$ cat config.mk
export PLATFORM = sky130hd
export DESIGN_NAME = dadda_seq_multiplier_8
export DESIGN_NICKNAME = d
export VERILOG_FILES = /design/src/rtl/dadda_seq_pkg.sv /design/src/rtl/dadda_unsigned_multiplier_4.sv /design/src/rtl/dadda_seq_multiplier_8.sv
export SDC_FILE = /design/constraint.sdc
export NUM_CORES = 1
export LEC_CHECK = 0
export CAP_MARGIN = 0
export CORE_MARGIN = 8
export CORE_UTILIZATION = 57
export DETAILED_ROUTE_END_ITERATION = 10
export PLACE_DENSITY = 0.9
export SLEW_MARGIN = 20
export SYNTH_ARGS = -nofsm -noshare
export SYNTH_HDL_FRONTEND = slang
export SYNTH_SLANG_ARGS = --single-unit
export TNS_END_PERCENT = 1
$ cat constraint.sdc
create_clock -name clk -period 5 [get_ports clk]
set_input_delay 1.25 -clock clk [delete_from_list [all_inputs] [get_ports clk]]
set_output_delay 1.25 -clock clk [all_outputs]
set_load 0.01 [all_outputs]
$ cat src/rtl/dadda_seq_pkg.sv
// Shared types and constants for the sequential 8x8 multiplier built on a
// 4x4 Dadda core.
//   state_e     : controller states
//   operands_t  : latched operand pair
//   align_pp    : zero-extends a 4x4 partial product and places it at the
//                 bit offset belonging to a given step
package dadda_seq_pkg;

  localparam int unsigned NUM_STEPS = 4;
  localparam int unsigned HALF_W    = 4;
  localparam int unsigned OP_W      = 8;
  localparam int unsigned PROD_W    = 16;
  localparam int unsigned PP_W      = 2 * HALF_W;
  localparam int unsigned STEP_W    = 2;

  // Offsets for AL*BL, AH*BL, AL*BH, AH*BH in step order.
  localparam int unsigned STEP_SHIFT [NUM_STEPS] = '{0, 4, 4, 8};

  typedef enum logic [1:0] {
    IDLE = 2'd0,
    CALC = 2'd1,
    DONE = 2'd2
  } state_e;

  typedef struct packed {
    logic [OP_W-1:0] a;
    logic [OP_W-1:0] b;
  } operands_t;

  // Place one partial product into the 16-bit accumulator frame.
  function automatic logic [PROD_W-1:0] align_pp(input logic [PP_W-1:0]   pp,
                                                 input logic [STEP_W-1:0] step);
    return PROD_W'(pp) << STEP_SHIFT[step];
  endfunction

endpackage

$ cat src/rtl/dadda_unsigned_multiplier_4.sv
// Combinational 4x4 unsigned multiplier using a Dadda reduction tree.
//   a_i       : 4-bit multiplicand
//   b_i       : 4-bit multiplier
//   product_o : 8-bit product, combinational
// Column heights 1,2,3,4,3,2,1 are reduced to at most 3, then to 2, and the
// two remaining rows go through a final carry-propagate add.
module dadda_unsigned_multiplier_4
  import dadda_seq_pkg::*;
(
  input  logic [HALF_W-1:0] a_i,
  input  logic [HALF_W-1:0] b_i,
  output logic [PP_W-1:0]   product_o
);

  // Returns {carry, sum}.
  function automatic logic [1:0] ha(input logic x, input logic y);
    return {x & y, x ^ y};
  endfunction

  // Returns {carry, sum}.
  function automatic logic [1:0] fa(input logic x, input logic y, input logic z);
    return {(x & y) | (x & z) | (y & z), x ^ y ^ z};
  endfunction

  // pp[i][j] = b[i] & a[j], weight i+j.
  logic [HALF_W-1:0][HALF_W-1:0] pp;

  always_comb begin
    for (int i = 0; i < int'(HALF_W); i++) begin
      for (int j = 0; j < int'(HALF_W); j++) begin
        pp[i][j] = b_i[i] & a_i[j];
      end
    end
  end

  // Stage 1: max height 4 -> 3.
  logic [1:0] s1_c3;
  logic [1:0] s1_c4;
  assign s1_c3 = ha(pp[0][3], pp[1][2]);
  assign s1_c4 = ha(pp[1][3], pp[2][2]);

  // Stage 2: max height 3 -> 2.
  logic [1:0] s2_c2;
  logic [1:0] s2_c3;
  logic [1:0] s2_c4;
  logic [1:0] s2_c5;
  assign s2_c2 = ha(pp[0][2], pp[1][1]);
  assign s2_c3 = fa(s1_c3[0], pp[2][1], pp[3][0]);
  assign s2_c4 = fa(s1_c4[0], pp[3][1], s1_c3[1]);
  assign s2_c5 = fa(pp[2][3], pp[3][2], s1_c4[1]);

  // Two remaining rows; bit 7 of each is empty.
  logic [PP_W-1:0] row0;
  logic [PP_W-1:0] row1;
  assign row0 = {1'b0, pp[3][3], s2_c5[0], s2_c4[0], s2_c3[0], s2_c2[0],
                 pp[0][1], pp[0][0]};
  assign row1 = {1'b0, s2_c5[1], s2_c4[1], s2_c3[1], s2_c2[1], pp[2][0],
                 pp[1][0], 1'b0};

  assign product_o = row0 + row1;

endmodule

$ cat src/rtl/dadda_seq_multiplier_8.sv
// Sequential 8x8 unsigned multiplier. One operand pair is accepted on a
// valid/ready handshake, the four 4x4 partial products are computed over four
// cycles on a single shared Dadda core and accumulated, and the 16-bit result
// is offered on a valid/ready output.
//   clk, rst             : clock, synchronous active-high reset
//   in_valid / in_ready  : operand handshake (in_ready is combinational)
//   a, b                 : 8-bit unsigned operands
//   out_valid / out_ready: result handshake
//   product              : registered 16-bit result
//   busy                 : high while the partial products are being summed
module dadda_seq_multiplier_8
  import dadda_seq_pkg::*;
(
  input  logic              clk,
  input  logic              rst,
  input  logic              in_valid,
  output logic              in_ready,
  input  logic [OP_W-1:0]   a,
  input  logic [OP_W-1:0]   b,
  output logic              out_valid,
  input  logic              out_ready,
  output logic [PROD_W-1:0] product,
  output logic              busy
);

  state_e              state_q;
  logic [STEP_W-1:0]   step_q;
  operands_t           ops_q;
  logic [PROD_W-1:0]   acc_q;
  logic [PROD_W-1:0]   acc_d;
  logic [PROD_W-1:0]   product_q;
  logic                out_valid_q;
  logic                busy_q;

  logic [HALF_W-1:0]   core_a;
  logic [HALF_W-1:0]   core_b;
  logic [PP_W-1:0]     core_pp;

  // A finished result may be handed off and a new pair taken on the same edge.
  assign in_ready = (state_q == IDLE) || ((state_q == DONE) && out_ready);

  // Step bit 0 picks the A half, bit 1 the B half: AL*BL, AH*BL, AL*BH, AH*BH.
  always_comb begin
    core_a = step_q[0] ? ops_q.a[OP_W-1:HALF_W] : ops_q.a[HALF_W-1:0];
    core_b = step_q[1] ? ops_q.b[OP_W-1:HALF_W] : ops_q.b[HALF_W-1:0];
    acc_d  = acc_q + align_pp(core_pp, step_q);
  end

  dadda_unsigned_multiplier_4 u_core (
    .a_i       (core_a),
    .b_i       (core_b),
    .product_o (core_pp)
  );

  // Controller, operand capture and accumulation.
  always_ff @(posedge clk) begin
    if (rst) begin
      state_q     <= IDLE;
      step_q      <= '0;
      ops_q       <= '0;
      acc_q       <= '0;
      product_q   <= '0;
      out_valid_q <= 1'b0;
      busy_q      <= 1'b0;
    end else begin
      case (state_q)
        IDLE: begin
          if (in_valid) begin
            ops_q   <= '{a: a, b: b};
            acc_q   <= '0;
            step_q  <= '0;
            busy_q  <= 1'b1;
            state_q <= CALC;
          end
        end

        CALC: begin
          acc_q <= acc_d;
          if (step_q == STEP_W'(NUM_STEPS - 1)) begin
            product_q   <= acc_d;
            out_valid_q <= 1'b1;
            busy_q      <= 1'b0;
            step_q      <= '0;
            state_q     <= DONE;
          end else begin
            step_q <= step_q + STEP_W'(1);
          end
        end

        DONE: begin
          if (out_ready) begin
            out_valid_q <= 1'b0;
            if (in_valid) begin
              ops_q   <= '{a: a, b: b};
              acc_q   <= '0;
              step_q  <= '0;
              busy_q  <= 1'b1;
              state_q <= CALC;
            end else begin
              state_q <= IDLE;
            end
          end
        end

        default: begin
          state_q     <= IDLE;
          step_q      <= '0;
          out_valid_q <= 1'b0;
          busy_q      <= 1'b0;
        end
      endcase
    end
  end

  assign out_valid = out_valid_q;
  assign product   = product_q;
  assign busy      = busy_q;

endmodule

Yosys cells after proc, flatten, opt, wreduce, memory -nomap -nowiden:

Cells that the tools add are included.

* add/subtract/negate cells: 3
* magnitude comparators: 1
* equal/unequal tests: 6
* shift-type cells: 1
* mux-type cells: 27
* bitwise gates (word level): 45
* reductions and logical operators: 11

Operator list (number)
* $bmux 32 s2: 1
* $mux 16: 4
* $mux 32: 2
* $pmux 16 s3: 1
* $pmux 16 s2: 1
* $shl 8x32->16: 1
* $and 1x1->1: 28
* $add 16x16->16: 1
* $mux 2: 6
* $pmux 2 s3: 2
* $xor 1x1->1: 9
* $add 7x7->8: 1
* $mux 4: 2
* $reduce_and 2->1: 4
* $mux 1: 6
* $ne 2x2->1 const B: 3
* $or 1x1->1: 6
* $pmux 1 s3: 2
* $reduce_and 3->1: 2
* $eq 2x2->1 const B: 2
* $ge 3x3->1 const B: 1
* $not 2->3: 1
* $reduce_bool 3->1: 1
* $add 2x1->2 const B: 1
* 6 further kinds: 6

* bits in registers: 54
* output and inout port bits: 19

Longest topological paths before layout:

* word-level depth: 10
* gate-level depth with buffers: 19

Modules after synthesis:

Synthesis repeated with hierarchy kept, for this count alone.

* cells, all modules: 418
* area, all modules: 3397.0 µm²

Modules (own cells, without submodules)
* dadda_seq_multiplier_8: times used 1, cells each 368, area each 2961.6 µm²
* dadda_unsigned_multiplier_4: times used 1, cells each 50, area each 435.4 µm²

Least setup slack after synthesis:

Ideal clock, no wire load.

* kind: register -> register
* start: register step_q[0]
* end: register acc_q[15]
* library setup time: 117 ps
* arrival time: 4073 ps
* data required time: 4883 ps
* slack: 811 ps
* stages on the path, launching flop included: 19
* cells stage by stage: dfxtp_1 buf_2 mux2i_1 nor2_1 ha_1 fa_1 ha_1 a21oi_1 o21bai_1 a21oi_2 nor4_1 or3_1 ha_1 nand2_1 o21ai_0 o211ai_2 a21oi_1 xor2_1 a22o_1

* cells in the longest elaborated chain, start to end: 10

Ends and longest elaborated chain
* start: declaration: RTL line dadda_seq_multiplier_8.sv:27 `logic [STEP_W-1:0] step_q;`
* start signal: assignment: RTL line dadda_seq_multiplier_8.sv:86 `step_q <= step_q + STEP_W'(1);`
* $mux 4: RTL line dadda_seq_multiplier_8.sv:44 `core_a = step_q[0] ? ops_q.a[OP_W-1:HALF_W] : ops_q.a[HALF_W-1:0];`
* $and 1x1->1: RTL line dadda_unsigned_multiplier_4.sv:31 `pp[i][j] = b_i[i] & a_i[j];`
* $xor 1x1->1 / $and 1x1->1 (equally long branches): RTL line dadda_unsigned_multiplier_4.sv:17 `return {x & y, x ^ y};`
* $and 1x1->1: RTL line dadda_unsigned_multiplier_4.sv:22 `return {(x & y) | (x & z) | (y & z), x ^ y ^ z};`
* $or 1x1->1 (2 in a row): RTL line dadda_unsigned_multiplier_4.sv:22
* $add 7x7->8: RTL line dadda_unsigned_multiplier_4.sv:60 `assign product_o = row0 + row1;`
* $shl 8x32->16 (*): RTL line dadda_seq_pkg.sv:33 `return PROD_W'(pp) << STEP_SHIFT[step];`
* $add 16x16->16 (*): RTL line dadda_seq_multiplier_8.sv:46 `acc_d = acc_q + align_pp(core_pp, step_q);`
* $pmux 16 s3 (*): RTL line dadda_seq_multiplier_8.sv:66 `case (state_q)`
* end signal: assignment: RTL line dadda_seq_multiplier_8.sv:61 `acc_q <= '0;`
* end signal: assignment: RTL line dadda_seq_multiplier_8.sv:70 `acc_q <= '0;`
* end signal: assignment: RTL line dadda_seq_multiplier_8.sv:78 `acc_q <= acc_d;`
* end: declaration: RTL line dadda_seq_multiplier_8.sv:29 `logic [PROD_W-1:0] acc_q;`

Every way passes the cells marked *; elsewhere a longest branch is shown, timed or not. The select of a mux whose other input is x is not followed.
A chain may end at the register's enable or synchronous reset.

Final worst setup path:

Same ends and word-level chain as after synthesis.

==> metrics <==
vias in the first global route 3188; Register-to-Register Setup Slack 0.29 ns; Row Count 28; final setup fails 0; status completed; worst-margin pin slew 0.773 ns; endpoint class of the critical path register; initial antenna violation count 0; Tcrit/Tclk final 94.3%; Clock Skews 0.00678 ns; Critical Path RT 5.26 ns; number of synthesized register bits 54; post-layout minimum cycle time 4.71 ns; antenna cell count 0; fmax 212 MHz; cells resized by post-CTS repair 0; register area 0.00108 sq mm; Gate power share 12.0%; die width 93.9 um; Startpoint Class register; Layout Nets 514; core area 0.00589 sq mm; fraction of layout cells with a size suffix above 1 4.73%; DRT iter0 DRCs 275; Worst-path clk slew 0.10 ns; GPL Wtd Cong 0.907; # Post-CTS Setup Buffers 0; Mapped Cells 442; busiest grt layer met2; Arr. time, crit path 4.97 ns; Sw Ratio 25.6%; GRT overflow 0; syn_nets 492; Yosys top cell by area dfxtp_1; Post-synth EDFFs 0; P_sw 0.217 mW; total CTS buffers 5; cts-stage hold buffer count 0; area delta synth->final 13.2%; die area 0.00882 sq mm; hpwl dp 6140 um; Clk Tree Root Cell clkbuf_8; Synth top cells by count nand2_1 (75), dfxtp_1 (54), a21oi_1 (52); Mapped Avg Cell Area 7.83 sq um; largest net degree at the start of global routing 49; vias after detailed routing 3223; final hold violation count 0; Netlist cell types 56; first-pass iteration count of the detailed router 5; dominant cells by area after synthesis dfxtp_1 (31%), ha_1 (9.0%), nand2_1 (8.1%); Max Cap Viol 0; met2 Usage GRT 33.8%; clock sinks 54; ys flop type dfxtp_1; VDD IR-drop max 146 uV; Async SR Flop Fraction 0%; Starting Density 58.8%; unrepaired setup endpoints after global routing no; area of the multi-input gates 0.00218 sq mm; Static Leak 1.52 nW; Ports 39; worst skew pair latency 0.31 ns; routed wire length 8260 um; Setup Total Neg Slack 0 ns; warnings from Yosys 0; CTS tree done; clock power share 35.1%; Total Routing Usage GR 19.2%; Hold Crit Class register to register; Post-Syn Area 0.00346 sq mm; post-route ant nets 0; Cell Pwr Density 217 mW/mm^2; Hold WS 0.457 ns; Longest Clk Path Bufs 2; I/O Buffers 38; Max-slew headroom 48.3%; first-pass GRT wire length 14100 um; dominant cell by count in the synthesized netlist nand2_1; P_int 0.631 mW; met1 Usage GRT 22.4%; sequential area share after synthesis 31.2%; met3 usage 4.24%; vias per inst 5.97; DRC violation count after routing 0; # H-tree levels 2; WS Path Type register to register; Filler cells 488; final total power 0.848 mW; Synth top area share 31.2%; Slew Viols, Final 0; Crit Path Max Fanout 7; part of the power in registers 52.9%; Die H 93.9 um; WL per Instance 15.3 um
power groups by stage:
stage          Sequential [mW]  Clock, mW  Combinational [mW]
6_report                 0.449      0.298               0.102
5_1_grt                  0.450      0.316               0.113
4_1_cts                  0.448      0.302               0.101
3_5_place_dp             0.458          0               0.100
3_3_place_gp             0.458          0              0.0969
2_1_floorplan            0.455          0              0.0706
sequential cells by signal (all words and copies together) (netlist names):
name / cells
busy: 1
step_q: 2
acc_q: 16
state_q: 2
out_valid: 1
ops_q: 16
product: 16
cell type report:
| class | count | share of cell area (%) |
|---|---|---|
| Multi-Input combinational cell | 349 | 55.8 |
| Clock buffer | 6 | 1.85 |
| Clock inverter | 2 | 0.958 |
| Inverter | 14 | 1.34 |
| Timing Repair Buffer | 40 | 10.1 |
| Sequential cell | 54 | 27.6 |
| Tap cell | 75 | 2.40 |
stage by stage:
stage	area (sq um)	setup WS [ns]	util (%)	instances
6_report	3920	0.286	66.6	540
3_5_place_dp	3810	0.389	64.7	532
4_1_cts	3920	0.342	66.6	540
2_1_floorplan	3460	0.811	-	442
3_3_place_gp	3810	0.575	64.7	532
5_1_grt	3920	0.0257	66.6	540
path summary, 6_finish.rpt:
path,from,end,cells after the start
min,product[3],product[3],2
max,step_q[0],acc_q[15],17
min reg2reg,product[3],product[3],2
max reg2reg,step_q[0],acc_q[15],17
cell families after synthesis:
family,after synthesis,share of synthesized area (%)
AOI/OAI and AO/OA,118,21.6
adders and majority gates,30,11.9
buffers and inverters,39,5.64
xor gates and xnor gates,14,3.54
and+or+nand+nor,177,23.1
DFF,54,31.2
muxes,10,2.93
cell usage in the layout (no fill, tap or decap), types with 4 or more instances in the layout:
cell type        Yosys  layout
nand2_1             75      75
dfxtp_1             54      54
a21oi_1             52      52
nor2_1              41      41
clkdlybuf4s50_1      0      38
ha_1                25      25
nand3_1             18      18
inv_1               14      14
o21ai_0             14      14
xnor2_1             10      10
nor3_1              10      10
mux2i_1              9       9
nand2b_1             8       8
a21o_1               8       8
nor2b_1              5       5
or3_1                5       5
o21ai_1              5       5
a211oi_1             5       5
fa_1                 5       5
clkbuf_8             2       5
xor2_1               4       4
o21a_1               4       4
o22ai_1              4       4
worst max-delay path, cell delays in order, from the launching register on:
cell      delay, ns
dfxtp_1        0.51
mux2i_1        0.42
nor2_1         0.10
ha_1           0.34
fa_1           0.48
ha_1           0.32
a21oi_1        0.23
o21bai_1       0.11
a21oi_2        0.26
nor4_1         0.09
or3_1          0.43
ha_1           0.36
nand2_1        0.09
o21ai_0        0.22
o211ai_2       0.16
a21oi_1        0.18
xor2_1         0.20
a22o_1         0.16
routing by layer:
metal | wire, um | up-vias | share of wire [%]
li1 | - | 1584 | -
met1 | 3480 | 1502 | 42
met2 | 4070 | 122 | 49
met3 | 561 | 15 | 6.8
met4 | 147 | 0 | 1.8
met5 | 0 | - | 0
Note: power is estimated with default switching activity, not from simulation.
==> variant 1 (same flow settings) <==
Reset style: asynchronous (`rst`), changed in one clocked block. Comments in the files are not updated.
--- a/src/rtl/dadda_seq_multiplier_8.sv
+++ b/src/rtl/dadda_seq_multiplier_8.sv
@@ -54,5 +54,5 @@
 
   // Controller, operand capture and accumulation.
-  always_ff @(posedge clk) begin
+  always_ff @(posedge clk or posedge rst) begin
     if (rst) begin
       state_q     <= IDLE;
Behaviour: differs if rst is asserted again (counterexample within 4 cycles, from zero or initial values and one cycle with rst high); with rst held inactive, the same outputs for 4 cycles.
==> variant 1 against the original RTL <==
Routed wire length grew 4.3%; synthesized cell count shrank 0.23%; setup slack lost 0.14 ns; via count grew 2.2%; area after synthesis grew 6.5%; fmax shrank 2.8%; sequential cell count is the same; final area grew 7.5%; highest routed layer unchanged; critical endpoint is now product[15]; die area grew 5.4%; largest cell class unchanged; clock skew grew 0.0095 ns.
Power is left out: it rests on default switching activity, and per cell area and clock period it moved more than threefold.
==> variant 1: results (changes against the original RTL) <==
| Metric | Value |
|---|---|
| Nets | `512 (was 514)` |
| FF-to-FF Start | `step_q[0] (unchanged)` |
| Fraction of layout cells with a size suffix above 1 | `0.0648 (was 0.0473)` |
| CP peak stage delay | `0.50 ns` |
| Synth cell types | `47 (was 56)` |
| Asr flop ratio synth | `1.00 (was 0)` |
| Synth top area share | `0.367 (was 0.312)` |
| Sequential fraction of the synthesis area | `0.367 (was 0.312)` |
| Detailed Route Iter0 Violations | `243 (was 275)` |
| FILL cells | `491 (was 488)` |
| Hold_sp | `product[8] (was product[3])` |
| Placed cell area | `0.00408 mm^2 (was 0.00381 mm^2)` |
| Outcome | `completed (unchanged)` |
| R2r endpoint | `product[15] (was acc_q[15])` |
| Vias per cell | `6.10 (was 5.97)` |
| XOR/XNOR Fraction of Synth Area | `0.0309 (was 0.0354)` |
| Largest net degree at the start of global routing | `55 (was 49)` |
| Post-synthesis mux area share | `0.0333 (was 0.0293)` |
| Adder-Cell Fraction of Synth Area | `0.112 (was 0.119)` |
| Reg2reg setup slack | `0.15 ns (was 0.29 ns)` |
| Post-DP HPWL | `6.26 mm (was 6.14 mm)` |
| Area Growth Syn to Fin | `14.3% (was 13.2%)` |
| Mapped Nets | `491 (was 492)` |
| All-layer global routing usage | `0.196 (was 0.192)` |
| Synth cell count leaders | `nand2_1, dfrtp_1, o21ai_0 (was nand2_1, dfxtp_1, a21oi_1)` |
| Worst Hold Endpoint | `product[8] (was product[3])` |
| GPL Wtd Cong | `0.958 (was 0.907)` |
| Clock Skew | `0.0162 ns (was 0.00678 ns)` |
| Vias in the first global route | `3170 (was 3188)` |
| Final hold slack | `0.487 ns (was 0.457 ns)` |
| Synth Flop Type | `dfrtp_1 (was dfxtp_1)` |
| Max stage delay cell, worst path | `dfrtp_2 (was dfxtp_1)` |
| FF-to-FF path depth | `18 (was 17)` |
| Synth top area cells | `dfrtp_1, nand2_1, ha_1 (was dfxtp_1, ha_1, nand2_1)` |
| Average wire per standard cell | `16.0 um (was 15.3 um)` |
| Crit Path Max Fanout | `8 (was 7)` |
| Synth Area in Compound Gates | `0.156 (was 0.216)` |
-- variant 1: cell type report --
class,instances,area share
clock buffer,5,0.0163
clock inverter,3,0.00505
tap,77,0.0229
timing repair buffer,42,0.0975
inverter,14,0.0128
multi-input combinational,345,0.524
sequential,54,0.322
-- variant 1: cell families (layout without fill, tap and decap cells) --
logic type	Yosys count	after routing
buffers and inverters	42	64
adder cells (fa/ha/maj)	30	30
multiplexers	12	12
AO/OA/AOI/OAI	91	91
AND/OR/NAND/NOR	199	199
flip-flops	54	54
XOR/XNOR	13	13
-- variant 1: metal layers --
metal	vias up	routed length (um)	GRT usage
met3	23	476	0.0394
met4	0	197	0.0769
met1	1561	3620	0.236
met2	126	4320	0.337
li1	1585	-	-
met5	-	0	0
-- variant 1: repair_timing --
item,in CTS,in global routing
resized for setup,0,11
endpoints found under the setup margin,0,6
hold buffers,0,0
-- variant 1: metrics by stage --
| step | TNS [ns] | setup WS [ns] | instances |
|---|---|---|---|
| floorplan | 0 | 0.315 | 441 |
| global placement | 0 | 0.336 | 532 |
| detailed placement | 0 | 0.0959 | 532 |
| CTS | 0 | 0.0771 | 540 |
| global route | -0.0402 | -0.0402 | 540 |
| finish | 0 | 0.150 | 540 |
-- variant 1: worst max-delay path by stage --
stage               startpoint           to  cells past startpoint
floorplan            step_q[0]    acc_q[14]                     17
global placement     step_q[0]    acc_q[14]                     17
detailed placement   step_q[0]    acc_q[14]                     17
CTS                  step_q[0]    acc_q[15]                     18
global route         step_q[0]  product[15]                     18
finish               step_q[0]  product[15]                     18
==> variant 2 (config.mk and constraints unchanged) <==
Made on the original files. Re-encode `state_e` (3 states) as one-hot, 3 bits wide.
--- a/src/rtl/dadda_seq_pkg.sv
+++ b/src/rtl/dadda_seq_pkg.sv
@@ -17,8 +17,8 @@
   localparam int unsigned STEP_SHIFT [NUM_STEPS] = '{0, 4, 4, 8};
 
-  typedef enum logic [1:0] {
-    IDLE = 2'd0,
-    CALC = 2'd1,
-    DONE = 2'd2
+  typedef enum logic [2:0] {
+    IDLE = 3'b001,
+    CALC = 3'b010,
+    DONE = 3'b100
   } state_e;
 
Function: no difference found for any inputs over 4 cycles, from zero or initial values and one cycle with rst high; so few cycles prove little.
==> variant 2 against the original RTL <==
Sequential power up 2%; fmax up 0.93%; via count down 4.5%; final area up 1.6%; setup slack better by 0.044 ns; total power down 0.44%; sequential cell count up 1; area after synthesis up 1.1%; count of clock-buffer cells in the layout unchanged; synthesized cell count down 2.9%; routed wire length down 1.7%; critical path type unchanged; critical endpoint is now product[15]; largest power group unchanged; highest routed layer unchanged.
==> variant 2: results (changes against the original RTL) <==
| Metric | Value |
|---|---|
| Met3 wire len | `360 um (was 561 um)` |
| Fraction of area in multi-input gates | `0.569 (was 0.558)` |
| Sequential fraction of the synthesis area | `0.315 (was 0.312)` |
| Vias in the first global route | `3045 (was 3188)` |
| DRT Pass-1 Iters | `4 (was 5)` |
| First-pass GRT wire length | `13.8 mm (was 14.1 mm)` |
| Sw Share | `0.249 (was 0.256)` |
| Post-DP HPWL | `6.19 mm (was 6.14 mm)` |
| Grt met1 use | `0.237 (was 0.224)` |
| Routed vias | `3079 (was 3223)` |
| Fraction of layout cells with a size suffix above 1 | `0.0639 (was 0.0473)` |
| All-layer global routing usage | `0.187 (was 0.192)` |
| IR drop worst, VDD | `0.129 mV (was 0.146 mV)` |
| Synth Flop Type | `dfxtp_1 (unchanged)` |
| Static Leak | `1.58 nW (was 1.52 nW)` |
| FILL cells | `498 (was 488)` |
| Synth cell types | `63 (was 56)` |
| CP Data Arrival Time | `4.83 ns (was 4.97 ns)` |
| Comb power frac | `0.109 (was 0.120)` |
| Multi-input gate count | `343 (was 349)` |
| GPL Wtd Cong | `0.907 (about the same)` |
| Vias per cell | `5.82 (was 5.97)` |
| Syn Inst Count | `429 (was 442)` |
| Register area | `0.00110 mm^2 (was 0.00108 mm^2)` |
| Clock buffers | `6 (unchanged)` |
| Mapped Nets | `479 (was 492)` |
| Synth top area cells | `dfxtp_1, ha_1, nand2_1 (unchanged)` |
| Inverters | `11 (was 14)` |
| Met1 WL | `3.73 mm (was 3.48 mm)` |
| Area of the multi-input gates | `0.00227 mm^2 (was 0.00218 mm^2)` |
| CP peak stage delay | `0.53 ns (was 0.51 ns)` |
| Clock Skew | `0.00829 ns (was 0.00678 ns)` |
| NonClk Buf Share | `0.0943 (was 0.101)` |
| CTS HTree Levels | `2 (unchanged)` |
| Placed cell area | `0.00387 mm^2 (was 0.00381 mm^2)` |
| Largest net degree at the start of global routing | `56 (was 49)` |
| Outcome | `completed (unchanged)` |
| Routed WL | `8.12 mm (was 8.26 mm)` |
| Met2 Use GR | `0.306 (was 0.338)` |
| Final clock-cell share | `0.0258 (was 0.0281)` |
| Pint | `0.000634 W (was 0.000631 W)` |
| Slew @ Worst Pin | `0.946 ns (was 0.773 ns)` |
| Inst Count DP | `522 (was 532)` |
| Count of plain and timing-repair buffers | `38 (was 40)` |
| Place WS | `0.380 ns (was 0.389 ns)` |
| GRT met3 Usage | `0.0413 (was 0.0424)` |
| Number of synthesized register bits | `55 (was 54)` |
| Detailed Route Iter0 Violations | `133 (was 275)` |
| Nets | `504 (was 514)` |
| Synth cell count leaders | `nand2_1, dfxtp_1, nor2_1 (was nand2_1, dfxtp_1, a21oi_1)` |
==> variant 2: cell count changes after synthesis, sizes merged, moves of 4 or more <==
cell | before | now
a21oi | 54 | 47
a22oi | 2 | 8
nand2 | 75 | 66
nand3 | 18 | 3
nand3b | 0 | 5
nor2 | 41 | 53
nor3 | 11 | 7
o21ai | 20 | 16
==> variant 2: final timing paths <==
check,endpoint,from,cells past startpoint,slack (ns)
worst min-delay path,ops_q[10],ops_q[10],2,0.46
worst min register to register,ops_q[10],ops_q[10],2,0.46
worst max-delay path,product[15],step_q[0],17,0.33
worst max register to register,product[15],step_q[0],17,0.33
==> variant 2: logic make-up (layout without fill, tap and decap cells) <==
kind of cell	after synthesis	after routing	share of synthesized area
flip-flops	55	55	0.315
adder cells (fa/ha/maj)	30	30	0.118
AND/OR/NAND/NOR	172	172	0.229
buffers and inverters	31	56	0.0386
XOR/XNOR	16	16	0.0400
AO/OA/AOI/OAI	115	115	0.231
multiplexers	10	10	0.0290
